[src/rtl/fullchip_pkg.sv]
// Shared definitions for the fullchip attention core and its instruction sequencer:
// sequencer states, instruction-word bit positions and field widths.
package fullchip_pkg;

    localparam int INST_W  = 19;
    localparam int ADD_W   = 4;
    localparam int CNT_W   = 5;
    localparam int MAX_VEC = 16;

    localparam int INST_DIV      = 18;
    localparam int INST_ACC      = 17;
    localparam int INST_OFIFO_RD = 16;
    localparam int INST_QK_ADD   = 12;
    localparam int INST_P_ADD    = 8;
    localparam int INST_EXECUTE  = 7;
    localparam int INST_LOAD     = 6;
    localparam int INST_QMEM_RD  = 5;
    localparam int INST_QMEM_WR  = 4;
    localparam int INST_KMEM_RD  = 3;
    localparam int INST_KMEM_WR  = 2;
    localparam int INST_PMEM_RD  = 1;
    localparam int INST_PMEM_WR  = 0;

    typedef enum logic [3:0] {
        S_IDLE, S_WRQ, S_WRK, S_LOADK, S_GAP1, S_EXEC,
        S_GAP2, S_ACC, S_ACCW, S_NORM, S_DONE
    } seq_state_e;

    typedef struct packed {
        logic             div;
        logic             acc;
        logic             ofifo_rd;
        logic [ADD_W-1:0] qkmem_add;
        logic [ADD_W-1:0] pmem_add;
        logic             execute;
        logic             load;
        logic             qmem_rd;
        logic             qmem_wr;
        logic             kmem_rd;
        logic             kmem_wr;
        logic             pmem_rd;
        logic             pmem_wr;
    } inst_fields_t;

endpackage

[src/rtl/seq_inst_pack.sv]
// Packs named instruction fields into the 19-bit fullchip instruction word
// using the shared bit-position constants.
module seq_inst_pack
    import fullchip_pkg::*;
(
    input  inst_fields_t      fields,
    output logic [INST_W-1:0] inst
);

    always_comb begin
        inst                             = '0;
        inst[INST_DIV]                   = fields.div;
        inst[INST_ACC]                   = fields.acc;
        inst[INST_OFIFO_RD]              = fields.ofifo_rd;
        inst[INST_QK_ADD +: ADD_W]       = fields.qkmem_add;
        inst[INST_P_ADD +: ADD_W]        = fields.pmem_add;
        inst[INST_EXECUTE]               = fields.execute;
        inst[INST_LOAD]                  = fields.load;
        inst[INST_QMEM_RD]               = fields.qmem_rd;
        inst[INST_QMEM_WR]               = fields.qmem_wr;
        inst[INST_KMEM_RD]               = fields.kmem_rd;
        inst[INST_KMEM_WR]               = fields.kmem_wr;
        inst[INST_PMEM_RD]               = fields.pmem_rd;
        inst[INST_PMEM_WR]               = fields.pmem_wr;
    end

endmodule

[src/rtl/fullchip_seq.sv]
// Instruction sequencer for fullchip: streams Q/K vectors from the host, then steps
// load, execute, accumulate and normalise, emitting registered inst and mem_in.
module fullchip_seq
    import fullchip_pkg::*;
#(
    parameter int bw      = 8,
    parameter int pr      = 16,
    parameter int col     = 8,
    parameter int gap_cyc = 10
) (
    input  logic                 clk,
    input  logic                 reset,
    input  logic                 start,
    input  logic [3:0]           q_num,
    input  logic [pr*bw-1:0]     in_data,
    input  logic                 in_valid,
    output logic                 in_ready,
    output logic [pr*bw-1:0]     mem_in,
    output logic [INST_W-1:0]    inst,
    output logic                 busy,
    output logic                 done
);

    localparam int DW = pr * bw;
    localparam logic [CNT_W-1:0] COL_LAST   = CNT_W'(col - 1);
    localparam logic [CNT_W-1:0] COL_END    = CNT_W'(col);
    localparam logic [CNT_W-1:0] LOADK_LAST = CNT_W'(col + 1);
    localparam logic [CNT_W-1:0] GAP_LAST   = CNT_W'(gap_cyc - 1);

    if (col < 1 || col > MAX_VEC || gap_cyc < 1 || gap_cyc > 32) begin : g_bad_cfg
        $error("fullchip_seq: col must be 1..16 and gap_cyc 1..32");
    end

    seq_state_e         state_p0, state_nx;
    logic [CNT_W-1:0]   cnt_p0, cnt_nx;
    logic [CNT_W-1:0]   n_p0, n_nx;
    logic [CNT_W-1:0]   n_last;
    inst_fields_t       fields;
    logic [INST_W-1:0]  inst_c;
    logic               accept;
    logic               load_mem;
    logic [DW-1:0]      mem_in_p1;
    logic [INST_W-1:0]  inst_p1;
    logic               busy_p1;
    logic               done_p1;

    assign in_ready = (state_p0 == S_WRQ) || (state_p0 == S_WRK);
    assign accept   = in_valid & in_ready;
    assign n_last   = n_p0 - CNT_W'(1);

    always_comb begin
        state_nx = state_p0;
        cnt_nx   = cnt_p0 + CNT_W'(1);
        n_nx     = n_p0;
        fields   = '0;
        load_mem = 1'b0;
        case (state_p0)
            S_IDLE: begin
                cnt_nx = '0;
                if (start) begin
                    n_nx     = CNT_W'(q_num) + CNT_W'(1);
                    state_nx = S_WRQ;
                end
            end
            S_WRQ, S_WRK: begin
                cnt_nx = cnt_p0;
                if (accept) begin
                    load_mem         = 1'b1;
                    fields.qkmem_add = cnt_p0[ADD_W-1:0];
                    fields.qmem_wr   = (state_p0 == S_WRQ);
                    fields.kmem_wr   = (state_p0 == S_WRK);
                    cnt_nx           = cnt_p0 + CNT_W'(1);
                    if (state_p0 == S_WRQ && cnt_p0 == n_last) state_nx = S_WRK;
                    if (state_p0 == S_WRK && cnt_p0 == COL_LAST) state_nx = S_LOADK;
                end
            end
            S_LOADK: begin
                fields.load = 1'b1;
                // kmem read data lags the address by a cycle, so reads sit at cnt 1..col
                if (cnt_p0 != '0 && cnt_p0 <= COL_END) begin
                    fields.kmem_rd   = 1'b1;
                    fields.qkmem_add = ADD_W'(cnt_p0 - CNT_W'(1));
                end
                if (cnt_p0 == LOADK_LAST) state_nx = S_GAP1;
            end
            S_GAP1: if (cnt_p0 == GAP_LAST) state_nx = S_EXEC;
            S_EXEC: begin
                fields.execute   = 1'b1;
                fields.qmem_rd   = 1'b1;
                fields.qkmem_add = cnt_p0[ADD_W-1:0];
                if (cnt_p0 == n_last) state_nx = S_GAP2;
            end
            S_GAP2: if (cnt_p0 == GAP_LAST) state_nx = S_ACC;
            S_ACC: begin
                fields.ofifo_rd = 1'b1;
                fields.acc      = 1'b1;
                if (cnt_p0 == n_last) state_nx = S_ACCW;
            end
            S_ACCW: if (cnt_p0 == n_last) state_nx = S_NORM;
            S_NORM: begin
                fields.div = (cnt_p0 <= n_p0);
                // pmem writes trail the divider by two cycles
                if (cnt_p0 >= CNT_W'(2)) begin
                    fields.pmem_wr  = 1'b1;
                    fields.pmem_add = ADD_W'(cnt_p0 - CNT_W'(2));
                end
                if (cnt_p0 == n_p0 + CNT_W'(1)) state_nx = S_DONE;
            end
            S_DONE:  state_nx = S_IDLE;
            default: state_nx = S_IDLE;
        endcase
        if (state_nx != state_p0) cnt_nx = '0;
    end

    seq_inst_pack u_pack (
        .fields (fields),
        .inst   (inst_c)
    );

    // Decision edge: state advances and this step's outputs are registered together
    always_ff @(posedge clk or negedge reset) begin
        if (!reset) begin
            state_p0  <= S_IDLE;
            cnt_p0    <= '0;
            n_p0      <= '0;
            inst_p1   <= '0;
            mem_in_p1 <= '0;
            busy_p1   <= 1'b0;
            done_p1   <= 1'b0;
        end else begin
            state_p0 <= state_nx;
            cnt_p0   <= cnt_nx;
            n_p0     <= n_nx;
            inst_p1  <= inst_c;
            if (load_mem) mem_in_p1 <= in_data;
            busy_p1  <= (state_nx != S_IDLE);
            done_p1  <= (state_p0 == S_DONE);
        end
    end

    assign inst   = inst_p1;
    assign mem_in = mem_in_p1;
    assign busy   = busy_p1;
    assign done   = done_p1;

endmodule

[config.mk]
export PLATFORM = sky130hd
export DESIGN_NAME = fullchip_seq
export DESIGN_NICKNAME = d
export VERILOG_FILES = /design/src/rtl/fullchip_pkg.sv /design/src/rtl/seq_inst_pack.sv /design/src/rtl/fullchip_seq.sv
export SDC_FILE = /design/constraint.sdc
export NUM_CORES = 1
export LEC_CHECK = 0
export ABC_CLOCK_PERIOD_IN_PS = 3200
export CAP_MARGIN = 30
export CORE_MARGIN = 2
export CORE_UTILIZATION = 43
export CTS_BUF_LIST = sky130_fd_sc_hd__clkbuf_4 sky130_fd_sc_hd__clkbuf_8 sky130_fd_sc_hd__clkbuf_16
export CTS_CLUSTER_SIZE = 30
export DETAILED_ROUTE_END_ITERATION = 6
export PLACE_DENSITY = 0.87
export SYNTH_ARGS = -nofsm -noshare
export SYNTH_HDL_FRONTEND = slang
export SYNTH_SLANG_ARGS = --single-unit
[constraint.sdc]
create_clock -name clk -period 3.2 [get_ports clk]
set_input_delay 0.96 -clock clk [delete_from_list [all_inputs] [get_ports clk]]
set_output_delay 0.96 -clock clk [all_outputs]
set_load 0.1 [all_outputs]
Yosys cells after proc, flatten, opt, wreduce, memory -nomap -nowiden
Cells that the tools add are included.

$add $sub $neg: 6. $lt $le $gt $ge: 3. Eq/ne operators: 16. Mux-type cells: 34. Bitwise gates (word level): 1. Reduce and logical (&&, ||, !) cells: 9.

Operator list (number): two-way mux 4 bit (15); case mux 4 bit (9 select lines) (1); == test 4 x 3 -> 1 bit, second input constant (4); two-way mux 1 bit (13); == test 4 bit, second input constant (3); case mux 4 bit (3 select lines) (1); adder 5 x 1 -> 5 bit, second input constant (2); == test 5 bit (2); two-way mux 5 bit (2); case mux 5 bit (2 select lines) (1); == test 4 x 2 -> 1 bit, second input constant (2); adder 4 x 1 -> 5 bit, second input constant (1); == test 5 x 3 -> 1 bit, second input constant (1); == test 5 x 4 -> 1 bit, second input constant (1); greater-or-equal comparator 5 x 2 -> 1 bit, second input constant (1); less-or-equal comparator 5 x 4 -> 1 bit, second input constant (1); less-or-equal comparator 5 bit (1); nonzero test 5 bit (1); subtractor 5 x 1 -> 5 bit, second input constant (1); == test 4 x 1 -> 1 bit, second input constant (1); logical NOT 4 bit (1); != test 4 bit (1); nonzero test 4 bit (1); subtractor 4 x 1 -> 4 bit, second input constant (1); other kinds (8) (10).

Flip-flop bits (word level): 162. Input port bits: 136. Output and inout bits: 150. Logic and storage cells: 76.

Depth between registers and ports, before layout
Gate-level depths: netlist of the first run.

Depth after elaboration: 9. Depth in mapped cells: 9.

Hierarchy
From an unflattened synthesis of the first run, not the netlist that was laid out.

Cell total of the unflattened synthesis: 507. Area total of the unflattened synthesis: 6930.4 um^2.

By module, submodules not included: fullchip_seq (instances 1, cells an instance 488, area an instance 6787.8 um^2, sequential area each 4078.9 um^2); seq_inst_pack (instances 1, cells an instance 19, area an instance 142.6 um^2, sequential area each 0.0 um^2).

Worst setup path after synthesis of the first run
OpenSTA, ideal clock, no wires.

Path kind: flip-flop to output port. Start: reg state_p0[2]. End: out in_ready. Arrival time: 2416 ps. Path slack: -176 ps. Cell stages (with the launch flop): 5. Path buffers: 2. Cell sequence: dfrtp_1 clkbuf_2 or2_2 clkbuf_1 a21oi_1.

Longest elaborated chain between the ends: 2. Elaborated cells on any way between the ends: 3. Classes of those cells: 2 x eq/ne; 1 x reduce/logical.

Ends and longest elaborated chain: start, declared (RTL line fullchip_seq.sv:34) `seq_state_e state_p0, state_nx;`; start signal, assigned (RTL line fullchip_seq.sv:131) `state_p0 <= state_nx;`; == test 4 x 1 -> 1 bit or == test 4 x 2 -> 1 bit (tied branches) (RTL line fullchip_seq.sv:47) `assign in_ready = (state_p0 == S_WRQ) || (state_p0 == S_WRK);`; logical OR 1 bit (*) (RTL line fullchip_seq.sv:47); end, declared (RTL line fullchip_seq.sv:17) `output logic in_ready,`.

Mark *: on every way between the ends. The rest lies on a longest branch, timed or not.

Final worst setup path of the first run
Start: reg state_p0[1]. End: out in_ready.

Same word-level chain as after synthesis.

==> results.md, run 1 <==
- Status: finished clean
- Tmin final: 2.855 ns
- Actual slew at the worst max-slew pin: 0.8018 ns
- Clock Tree Root: clkbuf_16
- Worst VDD drop: roughly 500 uV
- Die footprint: 16710 sq um
- Routability Congestion: approximately 0.88
- Post-Synthesis Cells: 494
- Total CTS buffers: 17
- Nets: 928
- Die Span X: about 130 microns
- Port Buffers: 284
- 1st-pass router iterations: 4
- Most frequent cells in the layout: dfrtp_1, buf_4, clkdlybuf4s50_1, mux2_2, nor2_1
- Rel. slew slack: ~47%
- Multi-input gate area: 2569 sq um
- Skew-Pair Late Insertion Delay: 0.42 ns
- Critical Path Fanout Max: 16
- Data arrival, critical path: between 1.5 and 2 ns
- Largest net degree at the start of global routing: 130
- Register Area: 4004 sq um
- Fraction of registers with async set/reset: between 90% and 100%
- CTS Sinks: 160
- Fill cell total of the finished layout: 1132
- Max Transition Viols Final: 0
- Startpoint Class: flop
- Post-synth top area share: 59.35%
- Via density: just under 5
- ANT cells: 0
- Syn. warnings: 0
- Most common cell after layout, fill and taps aside: dfrtp_1
- Share of layout cells above drive strength 1: 41.32%
- Reg2reg setup slack: 0.39 ns
- Num rows: 45
- Final Cycle Share: 89.22%
- Clock buffer depth: 2
- Wire per inst: 17.35 microns
- Netlist Area Pre-Place: 6746 sq um
- CP startpoint: state_p0[1]$_DFF_PN0_
- RSZ-0062 raised after global routing: false
- Worst r2r dst: inst[15]$_DFF_PN0_
- Initial antenna violation count: 0
- Final setup viols: 0
- All-Layer GR Usage: 20.84%
- Post-synthesis average cell area: 13.66 sq um
- HP Class: flop to flop
- Boundary pin count: approximately 290
- Leakage: between 4 and 5 nW
- Register area share after synthesis: between 50% and 60%
- Die H: about 130 microns
- Clock skew: ~0.010 ns
- Worst path slowest cell: dfrtp_1
- Cell Chain, Critical Path: nand2b_1, a21oi_2, buf_12
- TritonCTS clock tree: built
- Most used DFF post-synth: dfrtp_1
- H-tree depth: 4
- PD cells: ~530 nW/um^2
- Synth Register Bits: 160
- Critical path data required time: 2.24 ns
- Hold Vio Cnt, Final: 0
- # DRC: 0
- Fmax: between 0.3 and 0.4 GHz
- Number of global-route vias before repair: 5051
- Crit Path Category: flop to output port
- Yosys top cell by area: dfrtp_1
- Synth Net Count: 646
- Total core area: 15260 sq um
- CTS clk-pin slew, worst paths: 0.06 ns
- Hold Buf Count CTS: 0
- Via count: slightly below 5000
- First-pass GRT wire length: 26600 microns
- Wirelength, routed: roughly 17000 microns
- Area after DPL: 9439 sq um
- Setup Buffers After CTS: 0
- Initial Util: between 40 and 50%
- Worst Setup EP: in_ready
- P&R area growth vs syn: 49.39%
- Post-synth EDFFs: 0
- Final instance area: just over 10000 sq um
- Max cap viols: 0
- Drt first-iter violations: around 200
- Post-DP HPWL: 12970 microns
- Nature of the critical path endpoint: output port
- Reg2Reg Depth: 6
- Top cells by area, synth: dfrtp_1, mux2_2, ha_1, nor2_1, nand2_1
- Slowest Stage Delay on Critical Path: 0.54 ns
- Antenna-violating nets left: 0
- RR Startpoint: state_p0[1]$_DFF_PN0_
- Post_cts resized: 0
- Cell variety after synth: 49
- Grt ovf: 0
- Setup Total Neg Slack: 0 ns
-- cell type report --
class	instances	share of cell area, %
Sequential cell	160	39.73
Multi-Input combinational cell	294	25.49
Timing Repair Buffer	290	25.34
Clock buffer	18	4.358
Tap cell	211	2.619
Clock inverter	14	1.986
Inverter	13	0.4842
-- stage by stage --
step | hold slack, ns | power (mW) | util, % | instances | setup slack [ns]
after floorplan | 0.5498 | 2.872 | - | 494 | 0.4481
after global placement | 0.4876 | 3.246 | 61.86 | 968 | 0.1814
after detailed placement | 0.4941 | 3.263 | 61.86 | 968 | 0.02926
after CTS | 0.5084 | 5.463 | 66.05 | 1000 | 0.3406
after global routing | 0.5190 | 5.576 | 66.05 | 1000 | 0.2242
final | 0.5050 | 5.388 | 66.05 | 1000 | 0.3449
-- state kept, by name (all words and copies together) (netlist names) --
| name | count |
|---|---|
| busy | 1 |
| cnt_p0 | 5 |
| done | 1 |
| inst | 16 |
| mem_in | 128 |
| n_p0 | 5 |
| state_p0 | 4 |
-- Yosys cell counts, types with 2 or more instances --
library cell,number
nor3_1,7
nor2_1,22
nand4_1,4
nand3_1,8
nor3b_1,2
o21ai_0,15
nor4_1,3
ha_1,16
a211o_1,3
nor2b_1,5
buf_2,15
a211oi_1,2
mux2i_1,2
buf_4,4
nand2b_1,4
dfrtp_1,160
o21a_1,2
nand2_1,21
xnor2_1,8
xor2_1,5
inv_1,13
a22oi_1,2
clkbuf_1,6
or3_1,2
and3_1,2
mux2_2,128
o31ai_1,2
a21oi_1,10
-- kinds of logic after synthesis --
logic type / Yosys count / share of synthesized area (%)
fa+ha+maj: 16 / 2.967
xor+xnor: 14 / 1.929
buf+inv: 40 / 2.745
flops: 160 / 59.35
other cells: 1 / 0.05558
mux: 130 / 21.66
compound gates: 46 / 4.803
simple gates: 87 / 6.491
-- power breakdown --
group          switching [mW]  internal, mW
clock                   0.827          1.34
combinational           0.758         0.312
sequential             0.0433          2.11
-- worst min-delay path by stage --
stage | from | to | slack (ns) | cells after the start
floorplan | n_p0[4]$_DFFE_PN0P_ | n_p0[4]$_DFFE_PN0P_ | 0.55 | 2
global placement | mem_in[101]$_DFFE_PN0P_ | mem_in[101]$_DFFE_PN0P_ | 0.49 | 1
finish | mem_in[105]$_DFFE_PN0P_ | mem_in[105]$_DFFE_PN0P_ | 0.50 | 1
global route | mem_in[56]$_DFFE_PN0P_ | mem_in[56]$_DFFE_PN0P_ | 0.52 | 1
detailed placement | mem_in[56]$_DFFE_PN0P_ | mem_in[56]$_DFFE_PN0P_ | 0.49 | 1
CTS | mem_in[56]$_DFFE_PN0P_ | mem_in[56]$_DFFE_PN0P_ | 0.51 | 1
-- per-layer routing --
metal,vias to the layer above,global-route usage [%],routed length [microns]
li1,2289,-,-
met5,-,0,0
met3,40,5.533,1311
met4,0,10.10,506
met1,2351,23.76,6419
met2,201,36.38,9111
-- critical path, delay by kind of cell, from the launching register on --
kind | cells | cell delay, ns
AND/OR/NAND/NOR | 1 | 0.44
buffers and inverters | 1 | 0.20
AO/OA/AOI/OAI | 1 | 0.30
flip-flops | 1 | 0.54
No activity file was read; power rests on OpenSTA's default activity.
==> run 2: changes to the inputs <==
--- a/config.mk
+++ b/config.mk
@@ -7,6 +7,7 @@
 export LEC_CHECK = 0
 export ABC_CLOCK_PERIOD_IN_PS = 3200
 export CAP_MARGIN = 30
+export CORE_ASPECT_RATIO = 1.1
 export CORE_MARGIN = 2
 export CORE_UTILIZATION = 43
 export CTS_BUF_LIST = sky130_fd_sc_hd__clkbuf_4 sky130_fd_sc_hd__clkbuf_8 sky130_fd_sc_hd__clkbuf_16
==> results.md, run 2 (synthesis gave the netlist of run 1 again) <==
- Die Span X: 123.4 microns
- Setup Buffers After CTS: 0
- Switching share of total power: 31.12%
- P&R area growth vs syn: 49.03%
- HP Class: primary input to async pin
- Critical path data required time: 2.24 ns
- Status: finished clean
- Nature of the critical path endpoint: output port
- Placed cell count: 958
- H-tree depth: 4
- Tmin final: 2.878 ns
- Reg2Reg Depth: 7
- Die footprint: 16710 sq um
- Grt ovf: 0
- Pint: roughly 3.7 mW
- Fill cell total of the finished layout: 1150
- # DRC: 0
- Most frequent cells in the layout: dfrtp_1, buf_4, clkdlybuf4s50_1, mux2_2, nor2_1
- Max cap viols: 0
- Via count: 4980
- Initial Util: 43.54%
- Largest net degree at the start of global routing: 92
- Routability Congestion: approximately 0.9
- Critical Path Fanout Max: 16
- Clock buffer depth: 2
- Via density: roughly 5.0
- Max reg flops: about 130
- Total CTS buffers: 17
- Actual slew at the worst max-slew pin: 0.5106 ns
- Reg2reg setup slack: between 0.5 and 0.6 ns
- Worst VDD drop: ~330 uV
- Startpoint Class: flop
- Post_cts resized: 0
- Data arrival, critical path: between 1.5 and 2 ns
- CP startpoint: state_p0[1]$_DFF_PN0_
- TritonCTS clock tree: built
- Clock skew: 0.01059 ns
- Setup Total Neg Slack: 0 ns
- Share of layout cells above drive strength 1: 41.39%
- Sw Pwr: between 1.5 and 2 mW
- Clock group share of total power: 39.6%
- Sequential share of power: 40.3%
- Combinational share of power: 20.1%
- Final Cycle Share: 89.94%
- Rel. slew slack: about two thirds
- Worst r2r dst: busy$_DFF_PN0_
- Worst Setup EP: in_ready
- Hold Vio Cnt, Final: 0
- Port Buffers: 284
- Antenna-violating nets left: 0
- Max Transition Viols Final: 0
- Crit Path Category: flop to output port
- Wire per inst: 17.23 microns
- PD cells: 530.2 nW/um^2
- Most common cell after layout, fill and taps aside: dfrtp_1
- Skew-Pair Late Insertion Delay: 0.42 ns
- Number of global-route vias before repair: ~5200
- Area after DPL: ~9400 sq um
- RR Startpoint: cnt_p0[0]$_DFFE_PN0P_
- Drt first-iter violations: 239
- All-Layer GR Usage: 20.02%
- Post-DP HPWL: about 13000 microns
- Wirelength, routed: 17060 microns
- CTS clk-pin slew, worst paths: 0.06 ns
- Die H: 135.4 microns
- Clock Tree Root: clkbuf_16
- Final instance area: 10050 sq um
- 1st-pass router iterations: 4
- Hold Buf Count CTS: 0
- Fmax: 0.3474 GHz
- RSZ-0062 raised after global routing: false
- First-pass GRT wire length: 25870 microns
- Leakage: 4.856 nW
- ANT cells: 0
- Final setup viols: 0
- CTS Sinks: 160
- Total core area: 15490 sq um
- Num rows: 48
- Nets: 929
- Initial antenna violation count: 0
- Boundary pin count: 286
- Post-Layout Cell Count: 990
-- run 2: critical path, stage by stage, from the launching register on --
cell	delay, ns
dfrtp_1	0.54
nand2b_1	0.42
a21oi_2	0.23
buf_4	0.31
-- run 2: worst min path at each step --
| stage | end | cells after the start |
|---|---|---|
| after global placement | mem_in[61]$_DFFE_PN0P_ | 1 |
| final | mem_in[25]$_DFFE_PN0P_ | 1 |
| after detailed placement | mem_in[92]$_DFFE_PN0P_ | 1 |
| after CTS | mem_in[31]$_DFFE_PN0P_ | 1 |
| after global routing | mem_in[25]$_DFFE_PN0P_ | 1 |
| after floorplan | n_p0[4]$_DFFE_PN0P_ | 2 |
-- run 2: final cells by class --
cell class / count / area [sq um] / share of cell area (%)
tap: 200 / 250.2 / 2.489
clock inverter: 15 / 196.4 / 1.954
sequential: 160 / 4004 / 39.82
multi-input combinational: 294 / 2569 / 25.55
timing repair buffer: 291 / 2561 / 25.47
clock buffer: 17 / 425.4 / 4.231
inverter: 13 / 48.80 / 0.4853
-- run 2: per-layer routing --
metal	routed length, microns	up-vias	GRT usage, %
met5	0	-	0
met4	488	0	8.838
met3	1393	33	5.219
met2	8913	239	35.44
met1	6263	2406	22.45
li1	-	2302	-
-- run 2: per-stage QoR --
step	hold WS (ns)	worst slack [ns]	utilization, %	total power [mW]
2_1_floorplan	0.5498	0.4481	-	2.872
3_3_place_gp	0.4886	0.1679	60.88	3.244
3_5_place_dp	0.4943	0.06158	60.88	3.262
4_1_cts	0.4778	0.3198	64.89	5.390
5_1_grt	0.4946	0.1951	64.89	5.513
6_report	0.4771	0.3219	64.89	5.331
-- run 2: power groups by stage --
stage | logic (mW) | clock network [mW] | registers (mW)
3_3_place_gp | 1.06 | 0 | 2.18
2_1_floorplan | 0.0817 | 0 | 2.79
5_1_grt | 1.11 | 2.25 | 2.16
4_1_cts | 1.08 | 2.16 | 2.15
3_5_place_dp | 1.08 | 0 | 2.19
6_report | 1.07 | 2.11 | 2.15
